$ cat src/rtl/arm_data_mem_responder.sv
// ---------------------------------------------------------------------------
// arm_data_mem_responder
//
// Responder side of the MEM-stage data-memory port of the ARM pipeline.
// Load/store requests are captured in IDLE, held for WAIT_CYCLES wait states,
// then completed in a single DONE cycle with a one-cycle ready pulse. The
// pipeline is frozen for as long as a request is outstanding.
//
// Parameters
//   DEPTH_WORDS  number of 32-bit RAM words (power of two, >= 2)
//   BASE_ADDR    byte address of word 0
//   WAIT_CYCLES  wait states before completion (0 is legal)
//
// Ports
//   clk       in   rising-edge clock
//   reset     in   asynchronous, active-low reset
//   mem_r_en  in   load request, held until ready
//   mem_w_en  in   store request, held until ready
//   addr      in   byte address, held with the request
//   wdata     in   store data, held with the request
//   rdata     out  load result, valid in the ready cycle and held afterwards
//   ready     out  one-cycle completion pulse
//   err       out  completed request was illegal (only with ready)
//   freeze    out  combinational stall request to the pipeline
// ---------------------------------------------------------------------------
module arm_data_mem_responder #(
    parameter int unsigned DEPTH_WORDS = 64,
    parameter logic [31:0] BASE_ADDR   = 32'd1024,
    parameter int unsigned WAIT_CYCLES = 2
) (
    input  logic        clk,
    input  logic        reset,
    input  logic        mem_r_en,
    input  logic        mem_w_en,
    input  logic [31:0] addr,
    input  logic [31:0] wdata,
    output logic [31:0] rdata,
    output logic        ready,
    output logic        err,
    output logic        freeze
);

    localparam int unsigned IDX_W  = $clog2(DEPTH_WORDS);
    localparam int unsigned WCNT_W = (WAIT_CYCLES > 0) ? $clog2(WAIT_CYCLES + 1) : 1;
    localparam logic [WCNT_W-1:0] WCNT_LOAD =
        (WAIT_CYCLES > 0) ? WCNT_W'(WAIT_CYCLES - 1) : '0;
    // One past the last legal byte address, in 33 bits so a RAM ending at
    // the top of the 32-bit space cannot wrap to a small value.
    localparam logic [32:0] END_ADDR = {1'b0, BASE_ADDR} + 33'(DEPTH_WORDS) * 33'd4;

    typedef enum logic [1:0] {
        ST_IDLE,
        ST_WAIT,
        ST_DONE
    } state_t;

    state_t            r_state;
    logic [WCNT_W-1:0] r_wcnt;
    logic [IDX_W-1:0]  r_idx;
    logic [31:0]       r_wdata;
    logic              r_is_load;
    logic              r_is_store;
    logic              r_illegal;
    logic [31:0]       r_rdata;
    logic              r_ready;
    logic              r_err;
    logic [31:0]       r_mem [DEPTH_WORDS];

    logic              w_req;
    logic              w_in_idle;
    logic              w_illegal;
    logic [IDX_W-1:0]  w_idx;
    logic              w_enter_done;
    logic              w_fin_illegal;
    logic              w_fin_load;
    logic [IDX_W-1:0]  w_fin_idx;
    logic              w_store_commit;

    assign w_req     = mem_r_en | mem_w_en;
    assign w_in_idle = (r_state == ST_IDLE);

    // Index is only meaningful once the range check has passed.
    assign w_idx     = IDX_W'((addr - BASE_ADDR) >> 2);
    assign w_illegal = (addr[1:0] != 2'b00)
                     | (addr < BASE_ADDR)
                     | ({1'b0, addr} >= END_ADDR)
                     | (mem_r_en & mem_w_en);

    // With zero wait states the request goes IDLE -> DONE on the sampling
    // edge, so the completion values come straight from the inputs rather
    // than from the copies being latched on that same edge.
    assign w_enter_done = (w_in_idle & w_req & (WAIT_CYCLES == 0))
                        | ((r_state == ST_WAIT) & (r_wcnt == '0));
    assign w_fin_illegal = w_in_idle ? w_illegal : r_illegal;
    assign w_fin_load    = w_in_idle ? mem_r_en  : r_is_load;
    assign w_fin_idx     = w_in_idle ? w_idx     : r_idx;

    assign w_store_commit = (r_state == ST_DONE) & r_is_store & ~r_illegal;

    // NOTE: all state below is updated with non-blocking assignments so every
    // register sees the pre-edge values of the others.
    always_ff @(posedge clk or negedge reset) begin
        if (!reset) begin
            r_state    <= ST_IDLE;
            r_wcnt     <= '0;
            r_idx      <= '0;
            r_wdata    <= '0;
            r_is_load  <= 1'b0;
            r_is_store <= 1'b0;
            r_illegal  <= 1'b0;
            r_rdata    <= '0;
            r_ready    <= 1'b0;
            r_err      <= 1'b0;
        end else begin
            r_ready <= 1'b0;
            r_err   <= 1'b0;

            case (r_state)
                ST_IDLE: begin
                    if (w_req) begin
                        r_idx      <= w_idx;
                        r_wdata    <= wdata;
                        r_is_load  <= mem_r_en;
                        r_is_store <= mem_w_en;
                        r_illegal  <= w_illegal;
                        if (w_enter_done) begin
                            r_state <= ST_DONE;
                        end else begin
                            r_state <= ST_WAIT;
                            r_wcnt  <= WCNT_LOAD;
                        end
                    end
                end
                ST_WAIT: begin
                    if (w_enter_done) begin
                        r_state <= ST_DONE;
                    end else begin
                        r_wcnt <= r_wcnt - 1'b1;
                    end
                end
                ST_DONE: begin
                    r_state <= ST_IDLE;
                end
                default: begin
                    r_state <= ST_IDLE;
                end
            endcase

            // Completion outputs are registered on the edge entering DONE so
            // they are valid for the whole DONE cycle.
            if (w_enter_done) begin
                r_ready <= 1'b1;
                r_err   <= w_fin_illegal;
                if (w_fin_load) begin
                    r_rdata <= w_fin_illegal ? 32'd0 : r_mem[w_fin_idx];
                end
            end
        end
    end

    // NOTE: the RAM array has no reset; its contents are undefined until
    // written, which keeps it mappable onto plain memory macros.
    always_ff @(posedge clk) begin
        if (w_store_commit) begin
            r_mem[r_idx] <= r_wdata;
        end
    end

    assign rdata  = r_rdata;
    assign ready  = r_ready;
    assign err    = r_err;
    assign freeze = (w_in_idle & w_req) | (r_state == ST_WAIT);

endmodule

$ cat config.mk
export PLATFORM = sky130hd
export DESIGN_NAME = arm_data_mem_responder
export DESIGN_NICKNAME = d
export VERILOG_FILES = /design/src/rtl/arm_data_mem_responder.sv
export SDC_FILE = /design/constraint.sdc
export NUM_CORES = 2
export LEC_CHECK = 0
export CAP_MARGIN = 20
export CORE_MARGIN = 8
export CORE_UTILIZATION = 35
export DETAILED_ROUTE_END_ITERATION = 10
export GPL_TIMING_DRIVEN = 0
export PLACE_DENSITY = 0.51
export SETUP_SLACK_MARGIN = 0.4
export SLEW_MARGIN = 20
export SYNTH_ARGS = -nofsm -noshare
export SYNTH_HDL_FRONTEND = slang
export SYNTH_SLANG_ARGS = --single-unit
$ cat constraint.sdc
create_clock -name clk -period 3.5 [get_ports clk]
set_input_delay 0.7 -clock clk [delete_from_list [all_inputs] [get_ports clk]]
set_output_delay 0.7 -clock clk [all_outputs]
set_load 0.02 [all_outputs]
# Yosys cells after proc, flatten, opt, wreduce, memory -nomap -nowiden
# Memories as Yosys holds them, arrays and structs flattened.
# Index checks and enable logic that the tools add are counted.
[word_totals] regBits=79 latchBits=0 ram_bits=2048 rom_bits=0 inputBits=68 output_inout_bits=35 memories=1
[classes] add_sub_neg=2 multipliers=0 div_mod_pow=0 order_cmp=2 eq_ne=6 shift=0 mux=16 bitwise=11 n_reduce_logical=8
[mem_list] memory="r_mem" depth=64 width=32 read_ports=1 rd_clocked_by_memory_dff=0 write_ports=1 line="67" source="logic [31:0] r_mem [DEPTH_WORDS];"
[ops] op="32-bit by 11-bit greater-or-equal comparator with 1-bit output (second input constant)" n=1
[ops] op="32-bit by 11-bit < comparator with 1-bit output (second input constant)" n=1
[ops] op="32-bit two-way mux" n=1
[ops] op="2-bit two-way mux" n=6
[ops] op="2-bit != test (second input constant)" n=4
[ops] op="2-bit one-hot mux with 2 select lines" n=2
[ops] op="8-bit by 1-bit subtractor with 8-bit output (second input constant)" n=1
[ops] op="1-bit two-way mux" n=6
[ops] op="6-bit two-way mux" n=1
[ops] op="2-bit AND reduction" n=3
[ops] op="1-bit bitwise AND" n=5
[ops] op="1-bit OR" n=5
[ops] op="2-bit zero test" n=2
[ops] op="4-bit AND reduction" n=1
[ops] op="2-bit nonzero test" n=2
[ops] op="2-bit by 1-bit equality test with 1-bit output (second input constant)" n=1
[ops] op="2-bit equality test (second input constant)" n=1
[ops] op="2-bit by 1-bit subtractor with 2-bit output (second input constant)" n=1
[ops] op="1-bit NOT" n=1

# Logic depth before layout (Yosys ltp)
[logic_depth] ltp_word=6 depth_mapped=12 ltp_nobuf=9

# Least setup slack after synthesis
# No wires, ideal clock.
[synth_timing] path_type="register to register" start="reg r_state[0]" end="mem r_mem[63][0] (enable)" setup_time_ns=0.421 arrival_time_ns=2.578 required_ns=3.079 setup_slack_ns=0.501 stages_incl_launch_ff=6 n_path_buf=1 path_cell_list="dfrtp_1 > buf_2 > nand4bb_1 > nor2_1 > nand3_1 > nor2_1"
[synth_via] elab_chain_len=5
[synth_rtl] element="from (decl)" line="57" source="state_t r_state;"
[synth_rtl] element="from (signal assigned)" line="104" source="r_state <= ST_IDLE;"
[synth_rtl] element="from (signal assigned)" line="127" source="r_state <= ST_DONE;"
[synth_rtl] element="from (signal assigned)" line="129" source="r_state <= ST_WAIT;"
[synth_rtl] element="2-bit equality test" line="98" source="assign w_store_commit = (r_state == ST_DONE) & r_is_store & ~r_illegal;"
[synth_rtl] element="1-bit bitwise AND (2 in a row)" line="98"
[synth_rtl] element="1-bit two-way mux" line="164" source="if (w_store_commit) begin"
[synth_rtl] element="1-bit two-way mux (not written as such)" line="165" source="r_mem[r_idx] <= r_wdata;"
[synth_rtl] element="to (decl)" line="67"
# No other way between the ends.

# Final worst setup path
[layout_timing] start="reg r_state[1]" end="reg r_rdata[5] (netlist: rdata[5])"
[layout_via] elab_chain_len=4 word_cells_on_any_way=9
[layout_rtl] element="2-bit zero test" line="80" source="assign w_in_idle = (r_state == ST_IDLE);"
[layout_rtl] element="6-bit two-way mux" line="96" source="assign w_fin_idx = w_in_idle ? w_idx : r_idx;"
[layout_rtl] element="memory 64 x 32 bit"
[layout_rtl] element="32-bit two-way mux" line="155" source="r_rdata <= w_fin_illegal ? 32'd0 : r_mem[w_fin_idx];"
[layout_rtl] element="to (signal assigned)" line="155"
[layout_rtl] element="to (decl)" line="64" source="logic [31:0] r_rdata;"
# Parallel ways exist; a longest one is shown, timed or not.
# A chain may end at the register's enable or synchronous reset.

==> impl_metrics.env <==
export IMPL_layout_setup_ws_ps=-237
export IMPL_track_usage_pct=23.9
export IMPL_numCtsBuffers=218
export IMPL_crit_path_max_fanout=10
export IMPL_finalHoldViolCount=0
export IMPL_peakVddDrop_uv=653
export IMPL_hold_ws_ps=156
export IMPL_skew_ps=36.6
export IMPL_crit_family="simple AND/OR/NAND/NOR gates"
export IMPL_areaGrowthSynthToFinish_pct=23.2
export IMPL_setup_violations=13
export IMPL_vias=55400
export IMPL_critPathSlowestCell="nand4_1"
export IMPL_cts_buffer_depth=3
export IMPL_ant_nets=0
export IMPL_core_area_mm2=0.234
export IMPL_die_w_um=501
export IMPL_wire_per_inst_um=31.4
export IMPL_drtPass1Iterations=7
export IMPL_period_share_pct=107
export IMPL_dieArea_mm2=0.251
export IMPL_max_cap_violations=0
export IMPL_max_slew_margin_pct=27.7
export IMPL_path_cells="or2_1, buf_6, buf_6, o21ai_4, buf_8, buf_4, nand3_1, nand4_1, nand4_1, a211o_1"
export IMPL_syn_cell_area_mm2=0.0822
export IMPL_insertion_delay_ps=870
export IMPL_synth_edf_count=2048
export IMPL_preCtsSetupSlack_ps=-2260
export IMPL_syn_inst=5959
export IMPL_num_rows=178
export IMPL_synth_distinct_cells=56
export IMPL_drive_above_1_share_pct=15.9
export IMPL_r2r_start="r_state[1]"
export IMPL_cts_tree="built"
export IMPL_setup_worst_path_start_class="flop"
export IMPL_avgSynthCellArea_um2=13.8
export IMPL_io_buffers=100
export IMPL_min_from="addr[2]"
export IMPL_violations="setup timing"
export IMPL_post_route_drc_count=0
export IMPL_avgViaCountPerCell=5.60
export IMPL_crit_start="r_state[1]"
export IMPL_nets=6626
export IMPL_dpl_hpwl_um=213000
export IMPL_end_kind="flop"
export IMPL_run_status="finished with violations"
export IMPL_cts_sinks=2127
export IMPL_tightest_slew_ps=1080
export IMPL_final_common_cell="edfxtp_1"
export IMPL_clk_pin_slew_worst_paths_ps=60
export IMPL_place_gp_congestion=0.898
export IMPL_required_ps=4260
export IMPL_final_setup_tns_ps=-1550
export IMPL_p_leak_nw=34.5
export IMPL_grt_antenna_before_repair=23
export IMPL_fmax_mhz=268
export IMPL_min_period_ps=3740
export IMPL_rsz0062_at_grt="yes"
export IMPL_hp_class="in2reg"
export IMPL_synth_async_sr_flop_share_pct=3.71
export IMPL_htreeDepth=4
export IMPL_io_pin_count=103
export IMPL_num_fill_cells=21200
export IMPL_path_buf_inv=4
export IMPL_drt_wl_total_um=310000
export IMPL_drv_slew=0
export IMPL_multi_input_area_mm2=0.0184
export IMPL_regArea_mm2=0.0636
export IMPL_dieHeight_um=501
export IMPL_initial_core_util_pct=35.1
export IMPL_cpPeakStageDelay_ps=820
export IMPL_synth_fp_nets=6028
export IMPL_drt_initial_drc_count=7663
export IMPL_yosysSeqAreaShare_pct=77.2
export IMPL_synth_main_ff_cell="edfxtp_1"
export IMPL_grt_ovfl_total=0
export IMPL_final_cell_mix="edfxtp_1 (2,048), nand2_1 (1,900), nand3_1 (451)"
export IMPL_ys_warn_count=0
export IMPL_ys_seq_elements=2127
export IMPL_power_density_mw_per_mm2=958
export IMPL_layout_cells_non_filler=9896
export IMPL_total_power_mw=97.0
export IMPL_root_buffer="clkbuf_16"
export IMPL_grt_max_degree=66
export IMPL_place_inst=9341
export IMPL_crit_arrival_ps=4500
export IMPL_grt_pass1_wl_um=422000
export IMPL_grt_pass1_vias=51600
export IMPL_crit_type="reg2reg"
==> layer usage <==
metal / up-vias / wire length, um / part of all wire [%] / global-route usage, %
met2: 3026 / 142000 / 46 / 37.7
met5: - / 28 / 0.0090 / 0
met3: 627 / 28600 / 9.2 / 4.52
met4: 4 / 17700 / 5.7 / 11.7
met1: 28400 / 122000 / 39 / 31.8
li1: 23400 / - / - / -
==> worst paths after layout <==
| check | end | slack [ps] | cells after the start |
|---|---|---|---|
| max in group asynchronous | r_wdata[9] | 2500 | 3 |
| hold / removal | r_idx[0] | 160 | 3 |
| setup reg to reg | rdata[5] | -240 | 10 |
| setup / recovery | rdata[5] | -240 | 10 |
| min in group asynchronous | rdata[28] | 260 | 2 |
| hold reg to reg | r_wcnt[0] | 470 | 1 |
==> power breakdown <==
group / internal [mW] / total (mW) / switching (mW)
Combinational: 11.0 / 39.6 / 28.6
Sequential: 31.8 / 34.5 / 2.68
Clock: 12.9 / 22.9 / 10.0
Total: 55.7 / 97.0 / 41.3
==> registers in the layout, summed over array words and instances, names as in the netlist <==
signal,count
r_mem,2048
r_is_store,1
r_is_load,1
rdata,32
r_wdata,32
err,1
ready,1
r_illegal,1
r_idx,6
r_wcnt,2
r_state,2
==> area by class of cell <==
| type | count | area share (%) |
|---|---|---|
| clock buffer | 295 | 5.82 |
| multi-input combinational | 3455 | 18.1 |
| inverter | 6 | 0.0222 |
| timing repair buffer | 379 | 5.51 |
| antenna | 9 | 0.0222 |
| buffer | 370 | 2.84 |
| sequential | 2127 | 62.8 |
| tap | 3150 | 3.89 |
| clock inverter | 105 | 0.977 |
==> per-stage QoR <==
| step | utilization (%) | area, um^2 |
|---|---|---|
| global placement | 37.2 | 87100 |
| CTS | 42.8 | 100000 |
| global route | 43.2 | 101000 |
| finish | 43.2 | 101000 |
| floorplan | - | 82200 |
| detailed placement | 38.7 | 90700 |
==> cells by family (layout without fill, tap and decap cells) <==
kind of cell / after synthesis / count (layout) / share of synthesized area, %
buffers and inverters: 377 / 1155 / 2.04
flip-flops: 2127 / 2127 / 77.2
AO/OA/AOI/OAI: 559 / 559 / 4.69
other: 0 / 9 / 0
adder cells (fa/ha/maj): 1 / 1 / 0.0152
multiplexers: 154 / 154 / 1.91
AND/OR/NAND/NOR: 2741 / 2741 / 14.1
==> synth_stat cells, types with 7 or more instances <==
cell type,count,area share [%]
buf_6,11,0.15
a211o_1,29,0.31
a21oi_1,158,0.96
edfxtp_1,2048,75
a32oi_1,162,1.7
nor4_1,40,0.30
buf_2,127,0.77
nor2_1,83,0.38
nand2_1,1909,8.7
nand3_1,483,2.9
nand4_1,176,1.3
o21ai_0,7,0.043
a32o_1,10,0.12
dfrtp_1,79,2.4
buf_1,48,0.22
a31oi_1,165,1.3
mux2i_1,150,1.8
and3_1,12,0.091
clkbuf_1,180,0.82
==> what timing repair did <==
item | in CTS | in global routing
hold buffers | 1 | 0
cloned | 2 | 0
gates resized for setup | 564 | 75
endpoints found under the hold margin | 14 | 0
setup endpoints to repair | 854 | 427
pin swaps | 114 | 88
buffers inserted | 62 | 82
==> worst reg2reg max path, stage by stage, from the launching register on <==
cell     delay, ps
dfrtp_1        420
or2_1          290
buf_6          180
buf_6          170
o21ai_4        450
buf_8          220
buf_4          130
nand3_1        120
nand4_1        280
nand4_1        820
a211o_1        550
Note: power is estimated with default switching activity, not from simulation.
